$ cat config.mk
export PLATFORM = sky130hd
export DESIGN_NAME = color_cycler
export DESIGN_NICKNAME = d
export VERILOG_FILES = /design/src/rtl/color_cycler.sv
export SDC_FILE = /design/constraint.sdc
export NUM_CORES = 1
export LEC_CHECK = 0
export CAP_MARGIN = 20
export CORE_MARGIN = 2
export CORE_UTILIZATION = 23
export CTS_CLUSTER_DIAMETER = 200
export DETAILED_ROUTE_END_ITERATION = 7
export GPL_TIMING_DRIVEN = 0
export SYNTH_ARGS = -nofsm -noshare
export SYNTH_HDL_FRONTEND = slang
export SYNTH_SLANG_ARGS = --single-unit
$ cat constraint.sdc
create_clock -name CLK_100MHz -period 3.04 [get_ports CLK_100MHz]
set_input_delay 0.608 -clock CLK_100MHz [delete_from_list [all_inputs] [get_ports CLK_100MHz]]
set_output_delay 0.608 -clock CLK_100MHz [all_outputs]
set_load 0.03 [all_outputs]
$ cat src/rtl/color_cycler.sv
`default_nettype none
// ============================================================================
// Module   : color_cycler
// Purpose  : Packed RGB colour-sequence generator (wrap/bounce/hold/random)
//            advanced by a clock-divider tick or an external bump strobe.
// Revision : 1.0  initial release
// ============================================================================
module color_cycler #(
    parameter int              CW     = 4,
    parameter int              DIV    = 100000000,
    parameter int              DIVW   = 28,
    parameter int              STEP_R = 1,
    parameter int              STEP_G = 4,
    parameter int              STEP_B = 7,
    parameter logic [3*CW-1:0] SEED   = '0
) (
    input  logic              CLK_100MHz,
    input  logic              RST_N,
    input  logic              en,
    input  logic [1:0]        mode,
    input  logic              bump,
    output logic [3*CW-1:0]   color,
    output logic              tick
);

    localparam logic [1:0]      C_MODE_WRAP   = 2'b00;
    localparam logic [1:0]      C_MODE_BOUNCE = 2'b01;
    localparam logic [1:0]      C_MODE_HOLD   = 2'b10;
    localparam logic [1:0]      C_MODE_RANDOM = 2'b11;
    localparam logic [15:0]     C_LFSR_INIT   = 16'hACE1;
    localparam logic [15:0]     C_LFSR_TAPS   = 16'hB400;
    localparam logic [DIVW-1:0] C_TERM        = DIVW'(DIV - 1);
    localparam logic [CW-1:0]   C_STEP_R      = CW'(STEP_R);
    localparam logic [CW-1:0]   C_STEP_G      = CW'(STEP_G);
    localparam logic [CW-1:0]   C_STEP_B      = CW'(STEP_B);
    localparam logic [CW:0]     C_MAX_EXT     = {1'b0, {CW{1'b1}}};

    logic [DIVW-1:0] r_cnt;
    logic [3*CW-1:0] r_color;
    logic [2:0]      r_dn;       // per-channel direction, 1 = descending
    logic            r_tick;
    logic [15:0]     r_lfsr;

    logic            w_term;
    logic            w_adv;
    logic [15:0]     w_lfsr_next;
    logic [CW:0]     w_ch_r;
    logic [CW:0]     w_ch_g;
    logic [CW:0]     w_ch_b;
    logic [3*CW-1:0] w_next_color;
    logic [2:0]      w_next_dn;

    // Returns {next_dir_down, next_value} for one channel.
    function automatic logic [CW:0] f_chan(
        input logic [CW-1:0] v,
        input logic          dn,
        input logic [CW-1:0] s,
        input logic [CW-1:0] rnd,
        input logic [1:0]    m
    );
        logic [CW:0]   sum;
        logic [CW-1:0] nv;
        logic          nd;
        sum = {1'b0, v} + {1'b0, s};
        nv  = v;
        nd  = dn;
        case (m)
            C_MODE_WRAP: nv = sum[CW-1:0];
            C_MODE_BOUNCE: begin
                if (!dn) begin
                    if (sum >= C_MAX_EXT) begin
                        nv = {CW{1'b1}};
                        nd = 1'b1;
                    end else begin
                        nv = sum[CW-1:0];
                    end
                end else begin
                    if (v <= s) begin
                        nv = '0;
                        nd = 1'b0;
                    end else begin
                        nv = v - s;
                    end
                end
            end
            C_MODE_HOLD: nv = v;
            C_MODE_RANDOM: nv = rnd;
        endcase
        return {nd, nv};
    endfunction

    always_comb begin
        w_term       = en && (r_cnt == C_TERM);
        w_adv        = en && (w_term || bump);
        w_lfsr_next  = (r_lfsr >> 1) ^ (r_lfsr[0] ? C_LFSR_TAPS : 16'h0000);
        w_ch_r       = f_chan(r_color[CW-1:0],      r_dn[0], C_STEP_R, r_lfsr[CW-1:0],      mode);
        w_ch_g       = f_chan(r_color[2*CW-1:CW],   r_dn[1], C_STEP_G, r_lfsr[2*CW-1:CW],   mode);
        w_ch_b       = f_chan(r_color[3*CW-1:2*CW], r_dn[2], C_STEP_B, r_lfsr[3*CW-1:2*CW], mode);
        w_next_color = {w_ch_b[CW-1:0], w_ch_g[CW-1:0], w_ch_r[CW-1:0]};
        w_next_dn    = {w_ch_b[CW], w_ch_g[CW], w_ch_r[CW]};
    end

    // A bump restarts the divider so the next periodic advance is a full period away.
    always_ff @(posedge CLK_100MHz or negedge RST_N) begin
        if (!RST_N) begin
            r_cnt   <= '0;
            r_color <= SEED;
            r_dn    <= '0;
            r_tick  <= 1'b0;
            r_lfsr  <= C_LFSR_INIT;
        end else begin
            r_lfsr <= w_lfsr_next;
            r_tick <= w_adv;
            if (!en || w_adv) begin
                r_cnt <= '0;
            end else begin
                r_cnt <= r_cnt + DIVW'(1);
            end
            if (w_adv) begin
                r_color <= w_next_color;
                r_dn    <= w_next_dn;
            end
        end
    end

    assign color = r_color;
    assign tick  = r_tick;

endmodule
`default_nettype wire

# After elaboration in Yosys (flattened, before gate mapping)
# Cells that the tools add are included.
# word_totals
ff_bits	60
latchBits	0
ram_bits	0
mem_bits_ro	0
inputBits	6
output_inout_bits	13
n_memories	0
# classes
addsub	7
n_mul	0
div	0
magnitude_cmp	6
eq_ne	4
shift	0
mux	23
bitwise_logic	2
n_reduce_logical	8
# ops
cell	count
$mux W4	9
$pmux W4 S3	3
$add A28 B1 Y28 const B	1
$eq A28 B27 Y1 const B	1
$mux W28	1
$mux W16	1
$xor A15 B16 Y16	1
$ge A5 B4 Y1 const B	3
$add A4 B3 Y5 const B	2
$mux W1	9
$le A4 B3 Y1 const B	2
$sub A4 B3 Y4 const B	2
$add A4 B1 Y5 const B	1
$eq A2 B2 Y1 const B	2
$le A4 B1 Y1 const B	1
$reduce_and A2 Y1	2
$sub A4 B1 Y4 const B	1
$eq A2 B1 Y1 const B	1
$logic_and A1 B1 Y1	2
$logic_not A2 Y1	1
$logic_or A1 B1 Y1	2
$logic_not A1 Y1	1
$not A1 Y1	1

# Logic depth before layout (Yosys ltp)
# logic_depth
depth_word	6
depth_mapped	9
depth_no_buf	8

# Worst setup path before layout
# No wires, ideal clock.
# synth_path
kind	register to register
from	reg r_color[0], in the netlist color[0]
to	reg r_color[2], in the netlist color[2]
setup_time_ns	0.135
arrival_ns	2.324
t_required_ns	2.905
setup_slack_ns	0.581
stages_incl_launch_ff	9
synth_period_minus_slack_ns	2.459
cell_sequence	dfrtp_1 -> inv_1 -> ha_1 -> nor2b_1 -> maj3_1 -> a211oi_1 -> nor2_1 -> a2111oi_0 -> o31ai_1
# synth_via
elab_chain_len	5
word_cells_on_any_way	8
cone_classes	2 x add/sub; 2 x order compare; 4 x mux
# synth_rtl
element	line	text
start, declared	39	logic [3*CW-1:0] r_color;
start signal, assigned	120	r_color <= w_next_color;
$add A4 B1 Y5	64	sum = {1'b0, v} + {1'b0, s};
$ge A5 B4 Y1	71	if (sum >= C_MAX_EXT) begin
$mux W4	71	
$mux W4	70	if (!dn) begin
$pmux W4 S3 *	67	case (m)
# Every way passes the cells marked *; elsewhere a longest branch is shown, timed or not.
# A chain may end at the register's enable or synchronous reset.

# Final worst setup path
# Ends and elaborated chain as after synthesis.

==> results_dict.tcl <==
set metrics [dict create \
    p_sw_uw 881 \
    diodes 0 \
    cts_buffers 9 \
    avgRoutedWirePerCell_um 13.0 \
    endpoint_kind "register" \
    grt_setup_unrepaired "false" \
    fin_ws_ns 0.490 \
    outcome "finished clean" \
    peakVddDrop_v 0.000297 \
    reg2reg_from "color[0]$_DFFE_PN0P_" \
    final_common_cell "dfrtp_1" \
    cts-root-buf "clkbuf_16" \
    drv_slew 0 \
    worstSkewPairLatency_ns 0.32 \
    arrival_ns 2.73 \
    fin_util 0.285 \
    fp.dieW_um 122 \
    worst_slew_pin_slew_ns 0.711 \
    min_path_type "in -> async" \
    h-tree-depth 3 \
    p_per_area_nw_per_um2 699 \
    layout_common_cells "52 x dfrtp_1, 40 x nor2_1, 26 x nand2_1" \
    die_h_um 122 \
    post-route-min-period_ns 2.55 \
    critPathKind "reg -> reg" \
    num_rows 43 \
    drt_iter0_drc 196 \
    regToRegSetupSlack_ns 0.49 \
    placed_cells 538 \
    path_cells "inv_1, ha_1, nor2b_1, maj3_1, a211oi_1, nor2_1, a2111oi_0, o31ai_1" \
    track_usage 0.102 \
    finalCritPeriodShare 0.839 \
    max_cap_violations 0 \
    yosys_warnings 0 \
    worstReg2RegEnd "color[2]$_DFFE_PN0P_" \
    synth_flop_cell "dfrtp_1" \
    setup_violations 0 \
    synth_fp_nets 358 \
    io_pins 19 \
    postSynthCellCount 340 \
    placedInstanceArea_um2 3620 \
    fmax_mhz 392 \
    finalWirelength_mm 7.21 \
    power_uw 2740 \
    place_hpwl_mm 5.13 \
    vias 2591 \
    post_cts_buffers 0 \
    drc_errors 0 \
    hold_viol 0 \
    ctsResizeCount 0 \
    p_int_uw 1860 \
    reg2regPathDepth 8 \
    worstSetupStartpointType "register" \
    grt_overflow 0 \
    initial_core_util 0.233 \
    ys_types 49 \
    critical-path-top-delay-family "compound AO/OA/AOI/OAI gates" \
    cts_tree "done" \
    nets 387 \
    fin_skew_ns 0.0107 \
    power.static_leakage_uw 0.00162 \
    core_area_um2 13800 \
    drive_gt1_frac 0.0775 \
    ant_nets 0 \
    netlist_area_um2 3210 \
    synth-seq-area-share 0.471 \
    crit_fanout 9 \
    cts.sinks 60 \
    postCtsHoldBufs 0 \
    critPathRequiredTime_ns 3.22 \
    slew_headroom 0.526 \
    antenna_found_initial 0 \
    ys_seq_elements 60 \
    io_buffers 17 \
    die-area_um2 14900 \
    path_buf_inv 1 \
    routabilityCongestion 0.846 \
    clkTransAtPathRegs_ns 0.05 \
    final_cell_area_um2 3920 \
    grt_pass1_vias 2455 \
    avgSynthCellArea_um2 9.44 \
    grt_max_degree 32 \
    p_comb_frac 0.282 \
    vias_per_cell 4.68 \
    post-place-ws_ns 0.217 \
    clkPwrFrac 0.365 \
    critical_path.slowest_cell "dfrtp_1" \
    instances_no_fill 554 \
    critPathLaunch "color[0]$_DFFE_PN0P_" \
    max_stage_delay_ns 0.49 \
    seq_power_share 0.353 \
    synth_edf_count 0 \
    clockBufferDepth 2 \
    swShare 0.322 \
    dr.pass1.iters 4 \
    area_growth_pct 22.1 \
    async_flop_share 1.00 \
    grt_pass1_wl_mm 12.0 \
]
cell type report:
type	instances	area (µm²)
fill	1460	9850
inverter	16	60.1
timing repair buffer	18	185
clock buffer	14	264
tap	180	225
buffer	14	60.1
multi-input combinational	250	1580
sequential	60	1510
clock inverter	2	35.0
through the flow:
step,hold slack [ns],setup TNS [ns]
5_1_grt,0.370,0
6_report,0.336,0
4_1_cts,0.366,0
3_5_place_dp,0.355,0
2_1_floorplan,0.312,0
3_3_place_gp,0.338,-27.18
flip-flops by register name (all words and copies together), names as in the netlist:
register and count:
tick 1, color 12, r_cnt 28, r_lfsr 16, r_dn 3
layer usage:
| metal | wire, µm | share of wire | GRT usage |
|---|---|---|---|
| met2 | 3430 | 0.48 | 0.162 |
| met4 | 136 | 0.019 | 0.0388 |
| met5 | 0 | 0 | 0 |
| met1 | 3380 | 0.47 | 0.136 |
| met3 | 268 | 0.037 | 0.0211 |
cells by family (layout without fill, tap and decap cells):
kind of cell	count (synthesis)	in the layout	share of synthesized area
buffers and inverters	30	64	0.0374
adder cells (fa/ha/maj)	13	13	0.0499
AO/OA/AOI/OAI	69	69	0.138
multiplexers	3	3	0.00975
XOR/XNOR	27	27	0.0737
flip-flops	60	60	0.471
AND/OR/NAND/NOR	138	138	0.220
power groups by stage:
stage          Sequential [µW]  Combinational, µW  Clock (µW)
2_1_floorplan             1050                435           0
3_3_place_gp               971                755           0
3_5_place_dp               980                764           0
4_1_cts                    969                771        1020
5_1_grt                    982                855        1060
6_report                   967                773         999
synthesized netlist by cell type (8+ instances only):
cell      instances  share of area
a21oi_1          14          0.022
clkbuf_1         13          0.015
dfrtp_1          52           0.41
dfstp_2           8          0.065
ha_1             12          0.047
inv_1            16          0.019
nand2_1          26          0.030
nand3_1          20          0.031
nand4_1           9          0.018
nor2_1           40          0.047
o21ai_0          18          0.028
or3_1             9          0.018
xnor2_1          13          0.035
xor2_1           14          0.038
worst max path at each step:
stage | endpoint | slack, ns | depth (start not counted)
floorplan | color[2]$_DFFE_PN0P_ | 0.58 | 8
global placement | color[0]$_DFFE_PN0P_ | -0.53 | 1
detailed placement | r_cnt[19]$_DFF_PN0_ | 0.22 | 7
CTS | color[2]$_DFFE_PN0P_ | 0.46 | 8
global route | color[2]$_DFFE_PN0P_ | 0.32 | 8
finish | color[2]$_DFFE_PN0P_ | 0.49 | 8
(Power assumes the default switching activity.)
